$ cat config.mk
export PLATFORM = sky130hd
export DESIGN_NAME = psx_host_poller
export DESIGN_NICKNAME = d
export VERILOG_FILES = /design/src/rtl/psx_host_poller.sv
export SDC_FILE = /design/constraint.sdc
export NUM_CORES = 1
export LEC_CHECK = 0
export ABC_AREA = 1
export CORE_MARGIN = 4
export CORE_UTILIZATION = 50
export CTS_CLUSTER_SIZE = 16
export DETAILED_ROUTE_END_ITERATION = 12
export GPL_TIMING_DRIVEN = 0
export PLACE_DENSITY = 0.79
export SETUP_SLACK_MARGIN = 0.5
export SYNTH_ARGS = -nofsm -noshare
export SYNTH_HDL_FRONTEND = slang
export SYNTH_SLANG_ARGS = --single-unit
$ cat constraint.sdc
create_clock -name clk -period 2.2 [get_ports clk]
set_input_delay 0.44 -clock clk [delete_from_list [all_inputs] [get_ports clk]]
set_output_delay 0.44 -clock clk [all_outputs]
set_load 0.02 [all_outputs]
$ cat src/rtl/psx_host_poller.sv
// rtl/psx_host_poller.sv - host-side PSX/PS2 controller poll engine
//
// Runs one poll transaction (01 42 00 00 ..) per accepted start strobe and
// stores the controller's input bytes in a 32x8 buffer.
//
// Ports:
//   clk, reset          system clock, asynchronous active-high reset
//   PSX_sel/clk/cmd     link outputs (select active low, clock idles high)
//   PSX_dat, PSX_ack    link inputs, each double-flop synchronised
//   start               1-cycle poll request, ignored while busy or with done
//   busy, done          transaction in progress / 1-cycle end pulse
//   err_timeout         last transaction aborted waiting for ack
//   err_header          last transaction aborted on a byte-2 reply != 5A
//   mode                high nibble of the byte-1 reply
//   reply_len           input bytes stored by the last transaction
//   read_addr/read_data buffer read port, 1-cycle registered latency
module psx_host_poller #(
    parameter int CLOCK_MHZ      = 25,
    parameter int BIT_KHZ        = 250,
    parameter int ACK_TIMEOUT_US = 100
) (
    input  logic       clk,
    input  logic       reset,
    output logic       PSX_sel,
    output logic       PSX_clk,
    output logic       PSX_cmd,
    input  logic       PSX_dat,
    input  logic       PSX_ack,
    input  logic       start,
    output logic       busy,
    output logic       done,
    output logic       err_timeout,
    output logic       err_header,
    output logic [3:0] mode,
    output logic [5:0] reply_len,
    input  logic [4:0] read_addr,
    output logic [7:0] read_data
);

    localparam int HALF    = CLOCK_MHZ * 1000 / (2 * BIT_KHZ);
    localparam int ACK_TO  = ACK_TIMEOUT_US * CLOCK_MHZ;
    localparam int CNT_MAX = (ACK_TO > 2 * HALF) ? ACK_TO : 2 * HALF;
    localparam int CNT_W   = $clog2(CNT_MAX + 1);

    localparam logic [CNT_W-1:0] HALF_M1  = CNT_W'(HALF - 1);
    localparam logic [CNT_W-1:0] SETUP_M1 = CNT_W'(2 * HALF - 1);
    localparam logic [CNT_W-1:0] TO_M1    = CNT_W'(ACK_TO - 1);

    typedef enum logic [2:0] {
        S_IDLE,
        S_SEL_SETUP,
        S_BIT_LOW,
        S_BIT_HIGH,
        S_ACK_WAIT,
        S_GAP,
        S_FINISH
    } state_t;

    state_t           state_q, state_d;
    logic [CNT_W-1:0] cnt_q, cnt_d;
    logic [2:0]       bit_q, bit_d;
    logic [5:0]       byte_q, byte_d;
    logic [5:0]       last_q, last_d;
    logic [7:0]       rx_q, rx_d;
    logic             sel_q, sel_d;
    logic             sclk_q, sclk_d;
    logic             cmd_q, cmd_d;
    logic             busy_q, busy_d;
    logic             done_q, done_d;
    logic             err_to_q, err_to_d;
    logic             err_hdr_q, err_hdr_d;
    logic [3:0]       mode_q, mode_d;
    logic [5:0]       len_q, len_d;
    logic [7:0]       read_data_q;
    logic             dat_s1_q, dat_s2_q;
    logic             ack_s1_q, ack_s2_q;
    logic             wr_en;
    logic [7:0]       cur_cmd;

    logic [7:0] mem [0:31];

    // Command byte sent in position idx of the poll sequence.
    function automatic logic [7:0] cmd_byte(input logic [5:0] idx);
        if (idx == 6'd0) begin
            return 8'h01;
        end else if (idx == 6'd1) begin
            return 8'h42;
        end
        return 8'h00;
    endfunction

    always_comb cur_cmd = cmd_byte(byte_q);

    always_ff @(posedge clk or posedge reset) begin
        if (reset) begin
            state_q     <= S_IDLE;
            cnt_q       <= '0;
            bit_q       <= 3'd0;
            byte_q      <= 6'd0;
            last_q      <= 6'd34;
            rx_q        <= 8'h00;
            sel_q       <= 1'b1;
            sclk_q      <= 1'b1;
            cmd_q       <= 1'b1;
            busy_q      <= 1'b0;
            done_q      <= 1'b0;
            err_to_q    <= 1'b0;
            err_hdr_q   <= 1'b0;
            mode_q      <= 4'd0;
            len_q       <= 6'd0;
            read_data_q <= 8'h00;
            dat_s1_q    <= 1'b1;
            dat_s2_q    <= 1'b1;
            ack_s1_q    <= 1'b1;
            ack_s2_q    <= 1'b1;
        end else begin
            state_q     <= state_d;
            cnt_q       <= cnt_d;
            bit_q       <= bit_d;
            byte_q      <= byte_d;
            last_q      <= last_d;
            rx_q        <= rx_d;
            sel_q       <= sel_d;
            sclk_q      <= sclk_d;
            cmd_q       <= cmd_d;
            busy_q      <= busy_d;
            done_q      <= done_d;
            err_to_q    <= err_to_d;
            err_hdr_q   <= err_hdr_d;
            mode_q      <= mode_d;
            len_q       <= len_d;
            read_data_q <= mem[read_addr];
            dat_s1_q    <= PSX_dat;
            dat_s2_q    <= dat_s1_q;
            ack_s1_q    <= PSX_ack;
            ack_s2_q    <= ack_s1_q;
        end
    end

    // Bytes are stored in arrival order, so the running count is the address.
    always_ff @(posedge clk) begin
        if (wr_en) begin
            mem[len_q[4:0]] <= rx_q;
        end
    end

    always_comb begin
        state_d   = state_q;
        cnt_d     = cnt_q;
        bit_d     = bit_q;
        byte_d    = byte_q;
        last_d    = last_q;
        rx_d      = rx_q;
        sel_d     = sel_q;
        sclk_d    = sclk_q;
        cmd_d     = cmd_q;
        busy_d    = busy_q;
        done_d    = 1'b0;
        err_to_d  = err_to_q;
        err_hdr_d = err_hdr_q;
        mode_d    = mode_q;
        len_d     = len_q;
        wr_en     = 1'b0;

        case (state_q)
            S_IDLE: begin
                // A start coinciding with the done pulse is dropped.
                if (start && !done_q) begin
                    busy_d    = 1'b1;
                    sel_d     = 1'b0;
                    err_to_d  = 1'b0;
                    err_hdr_d = 1'b0;
                    len_d     = 6'd0;
                    byte_d    = 6'd0;
                    bit_d     = 3'd0;
                    cnt_d     = '0;
                    state_d   = S_SEL_SETUP;
                end
            end

            S_SEL_SETUP: begin
                if (cnt_q == SETUP_M1) begin
                    cnt_d   = '0;
                    sclk_d  = 1'b0;
                    cmd_d   = cur_cmd[0];
                    state_d = S_BIT_LOW;
                end else begin
                    cnt_d = cnt_q + 1'b1;
                end
            end

            S_BIT_LOW: begin
                if (cnt_q == HALF_M1) begin
                    cnt_d   = '0;
                    sclk_d  = 1'b1;
                    rx_d    = {dat_s2_q, rx_q[7:1]};
                    state_d = S_BIT_HIGH;
                end else begin
                    cnt_d = cnt_q + 1'b1;
                end
            end

            S_BIT_HIGH: begin
                if (cnt_q == HALF_M1) begin
                    cnt_d = '0;
                    if (bit_q != 3'd7) begin
                        bit_d   = bit_q + 3'd1;
                        sclk_d  = 1'b0;
                        cmd_d   = cur_cmd[bit_q + 3'd1];
                        state_d = S_BIT_LOW;
                    end else begin
                        // Whole byte received: rx_q holds it, LSB first.
                        bit_d   = 3'd0;
                        cmd_d   = 1'b1;
                        byte_d  = byte_q + 6'd1;
                        state_d = S_ACK_WAIT;
                        if (byte_q == 6'd1) begin
                            mode_d = rx_q[7:4];
                            // Final byte index is N+2, N = 2n with n=0 meaning 32.
                            last_d = (rx_q[3:0] == 4'd0) ? 6'd34
                                   : ({1'b0, rx_q[3:0], 1'b0} + 6'd2);
                        end else if (byte_q == 6'd2) begin
                            if (rx_q != 8'h5A) begin
                                err_hdr_d = 1'b1;
                                state_d   = S_FINISH;
                            end
                        end else if (byte_q >= 6'd3) begin
                            wr_en = 1'b1;
                            len_d = len_q + 6'd1;
                            if (byte_q == last_q) begin
                                state_d = S_FINISH;
                            end
                        end
                    end
                end else begin
                    cnt_d = cnt_q + 1'b1;
                end
            end

            S_ACK_WAIT: begin
                if (!ack_s2_q) begin
                    cnt_d   = '0;
                    state_d = S_GAP;
                end else if (cnt_q == TO_M1) begin
                    cnt_d    = '0;
                    err_to_d = 1'b1;
                    state_d  = S_FINISH;
                end else begin
                    cnt_d = cnt_q + 1'b1;
                end
            end

            S_GAP: begin
                // Counter restarts while ack is still low, so the HALF delay
                // is measured from ack release.
                if (!ack_s2_q) begin
                    cnt_d = '0;
                end else if (cnt_q == HALF_M1) begin
                    cnt_d   = '0;
                    sclk_d  = 1'b0;
                    cmd_d   = cur_cmd[0];
                    state_d = S_BIT_LOW;
                end else begin
                    cnt_d = cnt_q + 1'b1;
                end
            end

            S_FINISH: begin
                if (cnt_q == HALF_M1) begin
                    cnt_d   = '0;
                    sel_d   = 1'b1;
                    done_d  = 1'b1;
                    busy_d  = 1'b0;
                    state_d = S_IDLE;
                end else begin
                    cnt_d = cnt_q + 1'b1;
                end
            end

            default: begin
                state_d = S_IDLE;
            end
        endcase
    end

    assign PSX_sel     = sel_q;
    assign PSX_clk     = sclk_q;
    assign PSX_cmd     = cmd_q;
    assign busy        = busy_q;
    assign done        = done_q;
    assign err_timeout = err_to_q;
    assign err_header  = err_hdr_q;
    assign mode        = mode_q;
    assign reply_len   = len_q;
    assign read_data   = read_data_q;

endmodule

==> results.txt <==
The flow ran to the end, but the final reports show violations. The checks that failed: negative setup slack. The count of input and output buffers is 32.

Across every metal layer, demand over resource in global routing totals 0.257. Of the available clock period, the critical path in the final layout requires 1.06. The number of distinct library cells after synthesis came out at 38. The net count of the mapped netlist is 1360. The share of total power dissipated in sequential elements is 0.493.

The global-route wire length before repair came out at between 60 and 70 mm. The leakage power total is 6.97 nW. The endpoint identified for the worst register-to-register timing path is mem[26][3]. After layout, the minimum clock period comes to about 2.3 ns. The number of rows in the core area came out at 61. For this design, the slowest cell found on the critical path is sky130_fd_sc_hd__dfrtp_1.

The ratio of cells with drive above 1 in the final layout came out at 0.254. The number of buffers on the longest clock path came out at 3. The launch instance of the worst register-to-register path is cnt_q[1]. For this design the ratio of total power to cell area is around 730 nW/um^2.

The class of the tightest hold or removal check is in2reg. The worst hold path cell count is 1. The combinational fraction of design power is 0.053.

At the worst endpoint, the arrival time is 2.55 ns. The clock tree from TritonCTS is yes. STA classifies the critical path endpoint as a flip-flop. The number of nets with antenna violations after routing is 0. The setup path with the least slack is of type reg2reg.

The post-layout net count is 1517. The highest cell delay on the worst timing path came out at 0.40 ns. The count of final setup violators came out at roughly 240. The overall die area came out at 30900 sq um. The critical path starts at cnt_q[1]. The number of clock buffers added by TritonCTS is 34. The clock skew came out at 0.0217 ns. The highest layer used for signal routing is met4. Measured along the y axis, the die boundary spans between 150 and 200 um. The tree is rooted in a sky130_fd_sc_hd__clkbuf_16.

Of the total power, the share spent switching nets is 0.217. Across all setup checks in the final design, the least slack found is -0.127 ns. Counting every sink on the clock net gives around 320. The required arrival time at the worst endpoint came out at roughly 2.4 ns. The number of top-level design ports is 35. The maximum net fanout on the critical path is 8.

Grouping stages by cell kind, the critical path spends the most delay in simple AND/OR/NAND/NOR gates. The via count of the first global-routing pass came out at 11100. The worst slew margin relative to its limit is 0.518. In the synthesized netlist, the number of instances is between 1000 and 1500. The top achievable clock speed came out at roughly 0.43 GHz. The switching power came out at 0.00288 W. The worst-skew pair later-pin latency is 0.52 ns.

The number of antenna violations at the first check in global routing is 0. Relative to the synthesized area, the layout overhead comes to 28.7%. The final max-slew violation count is 0. Traced cell by cell, the critical path runs through inv_2, ha_4, nand2_2, nor3_2, nand2_2, buf_8, nor2_8, nand4_4, buf_12, nor2_4, buf_12. The worst hold path begins at PSX_dat. For this configuration, the core starts out at a cell density of 0.506. In the detailed route, the total length drawn on met2 is between 20 and 25 mm. The setup slack on the worst flop-to-flop path is -0.13 ns. For the worst flop-to-flop path, the logic depth is 11. Hold timing on the final database bottoms out at a slack of between 0.3 and 0.4 ns.

The post-synthesis sequential area ratio is 0.665. Setup repair after global routing could not meet its margin everywhere. Of the total power, the clock network draws 0.454. The worst-case IR drop observed on VDD is 0.000525 V.

The worst setup path is launched from a flip-flop. The placeable core region came out at between 20000 and 30000 sq um. The tool flagged a number of max-cap violations equal to 0. The total congestion overflow is 0. The total buffers and inverters traversed by the critical path is 4.

The half-perimeter wire length after detailed placement is between 20 and 25 mm. The number of hold violations in the final report came to 0. The destination of the worst hold path is dat_s1_q. The last weighted congestion value of the routability-driven placer is 0.929. At the pin with the least slew margin, the transition time is just over 0.7 ns.

For this run, design rule violations remaining after detail routing come to 0. The amount of wire on met3 after detailed routing came out at ~4.8 mm. The warning count from the yosys run is 0. The cell internal power dissipation is 0.0104 W. The post-detailed-route via-to-cell ratio came out at 5.97.

The CTS H-tree depth is 2. The total power came out at around 0.013 W. The post-synthesis area per instance came out at about 11 sq um.

Buffers inserted to repair hold after CTS numbered 0. The met1 wire length is about 15 mm. After detailed routing, the total wire length is between 40 and 50 mm. Counting flops and latches in the post-synthesis netlist gives about 320. The repair_antennas step left the layout with diodes totalling 0.

Entering global routing, the biggest net connects 38 pins. Measured along the x axis, the die boundary spans between 150 and 200 um. The pre-antenna-repair detailed-routing pass consisted of 6 iterations. The routed layout has ~11000 vias. The synthesized netlist occupies a cell area of 14100 sq um.

The register clock-pin slew on the reported worst setup and hold paths came out at 0.06 ns. Dividing the detail-routed wire length by the instance count gives about 23 um. The initial DRC count came out at approximately 1700.
## worst reg2reg max path, delay by kind of cell, from the launching register on
kind | cells | cell delay, ns
and+or+nand+nor | 6 | 0.92
DFF | 1 | 0.40
adders and majority gates | 1 | 0.13
buffers and inverters | 4 | 0.59
## layout by cell type (no fill, tap or decap), types with 6 or more instances in the layout
master / n
sky130_fd_sc_hd__dlygate4sd2_1: 15
sky130_fd_sc_hd__inv_2: 11
sky130_fd_sc_hd__buf_6: 50
sky130_fd_sc_hd__buf_4: 36
sky130_fd_sc_hd__a21oi_1: 45
sky130_fd_sc_hd__o21ai_0: 15
sky130_fd_sc_hd__o21ai_2: 20
sky130_fd_sc_hd__buf_12: 28
sky130_fd_sc_hd__edfxtp_1: 256
sky130_fd_sc_hd__dfrtp_1: 43
sky130_fd_sc_hd__clkbuf_16: 38
sky130_fd_sc_hd__dfrtp_2: 6
sky130_fd_sc_hd__o21ai_1: 14
sky130_fd_sc_hd__clkinv_2: 14
sky130_fd_sc_hd__nand2_1: 376
sky130_fd_sc_hd__clkbuf_1: 6
sky130_fd_sc_hd__dfstp_2: 9
sky130_fd_sc_hd__nand3_1: 188
sky130_fd_sc_hd__a21oi_2: 11
sky130_fd_sc_hd__ha_1: 11
sky130_fd_sc_hd__nor2_1: 55
sky130_fd_sc_hd__nand2_2: 21
sky130_fd_sc_hd__buf_2: 17
sky130_fd_sc_hd__nor2_2: 6
sky130_fd_sc_hd__inv_1: 60
sky130_fd_sc_hd__nand4_1: 8
sky130_fd_sc_hd__dfrtp_4: 8
sky130_fd_sc_hd__nand2_4: 11
sky130_fd_sc_hd__xor2_1: 10
sky130_fd_sc_hd__nor2_4: 42
## sequential cells by signal, indices dropped and copies added, names as in the netlist
signal / cells
PSX_cmd: 1
byte_q: 6
read_data: 8
ack_s1_q: 1
mode: 4
cnt_q: 12
last_q: 5
bit_q: 3
dat_s1_q: 1
rx_q: 8
dat_s2_q: 1
done: 1
mem: 256
err_timeout: 1
PSX_clk: 1
err_header: 1
ack_s2_q: 1
busy: 1
PSX_sel: 1
reply_len: 6
state_q: 3
## logic make-up (layout without fill, tap and decap cells)
logic type | after synthesis | count (layout) | share of synthesized area
flops | 322 | 322 | 0.665
compound gates | 118 | 118 | 0.0452
buf+inv | 137 | 318 | 0.0414
simple gates | 731 | 733 | 0.227
fa+ha+maj | 15 | 15 | 0.0134
xor+xnor | 12 | 12 | 0.00748
## layer usage
layer  up-vias  track usage
met5         -            0
met4         0        0.122
met3       197       0.0502
met2       865        0.425
met1      5365        0.330
li1       4890            -
## through the flow
step           area (sq um)  instances  setup TNS, ns   util  setup WS [ns]
4_1_cts               17400       1876              0  0.627          0.102
3_3_place_gp          14900       1745         -62.44  0.538         -0.478
2_1_floorplan         14100       1335              0      -          0.203
5_1_grt               18100       1896         -27.90  0.651         -0.157
3_5_place_dp          15000       1746         -70.39  0.538         -0.474
6_report              18100       1896         -14.59  0.651         -0.127
## Yosys cell counts
cell type / count / share of area
sky130_fd_sc_hd__nand2_1: 403 / 0.11
sky130_fd_sc_hd__edfxtp_1: 256 / 0.55
sky130_fd_sc_hd__nand3_1: 194 / 0.069
sky130_fd_sc_hd__nor2_1: 97 / 0.026
sky130_fd_sc_hd__inv_1: 69 / 0.018
sky130_fd_sc_hd__dfrtp_1: 57 / 0.10
sky130_fd_sc_hd__a21oi_1: 56 / 0.020
sky130_fd_sc_hd__buf_2: 33 / 0.012
sky130_fd_sc_hd__o21ai_0: 29 / 0.010
sky130_fd_sc_hd__o21ai_1: 19 / 0.0068
sky130_fd_sc_hd__ha_1: 15 / 0.013
sky130_fd_sc_hd__buf_1: 12 / 0.0032
sky130_fd_sc_hd__clkbuf_1: 12 / 0.0032
sky130_fd_sc_hd__o31ai_1: 10 / 0.0053
sky130_fd_sc_hd__xor2_1: 10 / 0.0062
sky130_fd_sc_hd__dfstp_2: 9 / 0.017
sky130_fd_sc_hd__nand4_1: 8 / 0.0036
sky130_fd_sc_hd__inv_2: 7 / 0.0019
sky130_fd_sc_hd__nand2_2: 6 / 0.0027
sky130_fd_sc_hd__nand4_4: 4 / 0.0061
sky130_fd_sc_hd__nor3_1: 4 / 0.0014
sky130_fd_sc_hd__buf_6: 3 / 0.0024
sky130_fd_sc_hd__nor2_4: 3 / 0.0024
sky130_fd_sc_hd__nor2_2: 2 / 0.00089
sky130_fd_sc_hd__nor3_2: 2 / 0.0014
sky130_fd_sc_hd__or2_2: 2 / 0.00089
sky130_fd_sc_hd__xnor2_1: 2 / 0.0012
sky130_fd_sc_hd__a21boi_0: 1 / 0.00053
sky130_fd_sc_hd__buf_4: 1 / 0.00053
sky130_fd_sc_hd__nand3_2: 1 / 0.00071
sky130_fd_sc_hd__nand3_4: 1 / 0.0012
sky130_fd_sc_hd__nand3b_1: 1 / 0.00053
sky130_fd_sc_hd__nor2_8: 1 / 0.0014
sky130_fd_sc_hd__nor3_4: 1 / 0.0012
sky130_fd_sc_hd__nor4_1: 1 / 0.00045
sky130_fd_sc_hd__o211ai_1: 1 / 0.00053
sky130_fd_sc_hd__o21ai_2: 1 / 0.00062
sky130_fd_sc_hd__o21ai_4: 1 / 0.0012
## cell type report
class / instances / area (sq um)
Clock inverter: 21 / 201
Inverter: 76 / 332
Sequential cell: 322 / 9390
Fill cell: 1890 / 9680
Multi-Input combinational cell: 878 / 4810
Clock buffer: 41 / 971
Tap cell: 378 / 473
Buffer: 61 / 487
Timing Repair Buffer: 119 / 1440
## what timing repair did
| action | 4_1_cts | 5_1_grt |
|---|---|---|
| endpoints found under the setup margin | 386 | 321 |
| pin swaps | 44 | 69 |
| endpoints found under the hold margin | 0 | 0 |
| setup buffers | 65 | 19 |
| cloned | 3 | 1 |
| resized for setup | 188 | 174 |
## how the worst max path moves through the flow
| stage | end | slack, ns | depth (start not counted) |
|---|---|---|---|
| floorplan | mem[0][0] | 0.20 | 9 |
| global placement | read_data[4] | -0.48 | 8 |
| detailed placement | read_data[4] | -0.47 | 8 |
| CTS | mem[21][3] | 0.10 | 11 |
| global route | mem[25][3] | -0.16 | 11 |
| finish | mem[26][3] | -0.13 | 11 |
## power by group through the flow
stage	clock (W)	combinational [W]	sequential, W
2_1_floorplan	0	0.000361	0.00667
3_3_place_gp	0	0.000605	0.00665
3_5_place_dp	0	0.000619	0.00665
4_1_cts	0.00596	0.000659	0.00652
5_1_grt	0.00629	0.000752	0.00652
6_report	0.00601	0.000703	0.00652
(Power assumes the default switching activity.)
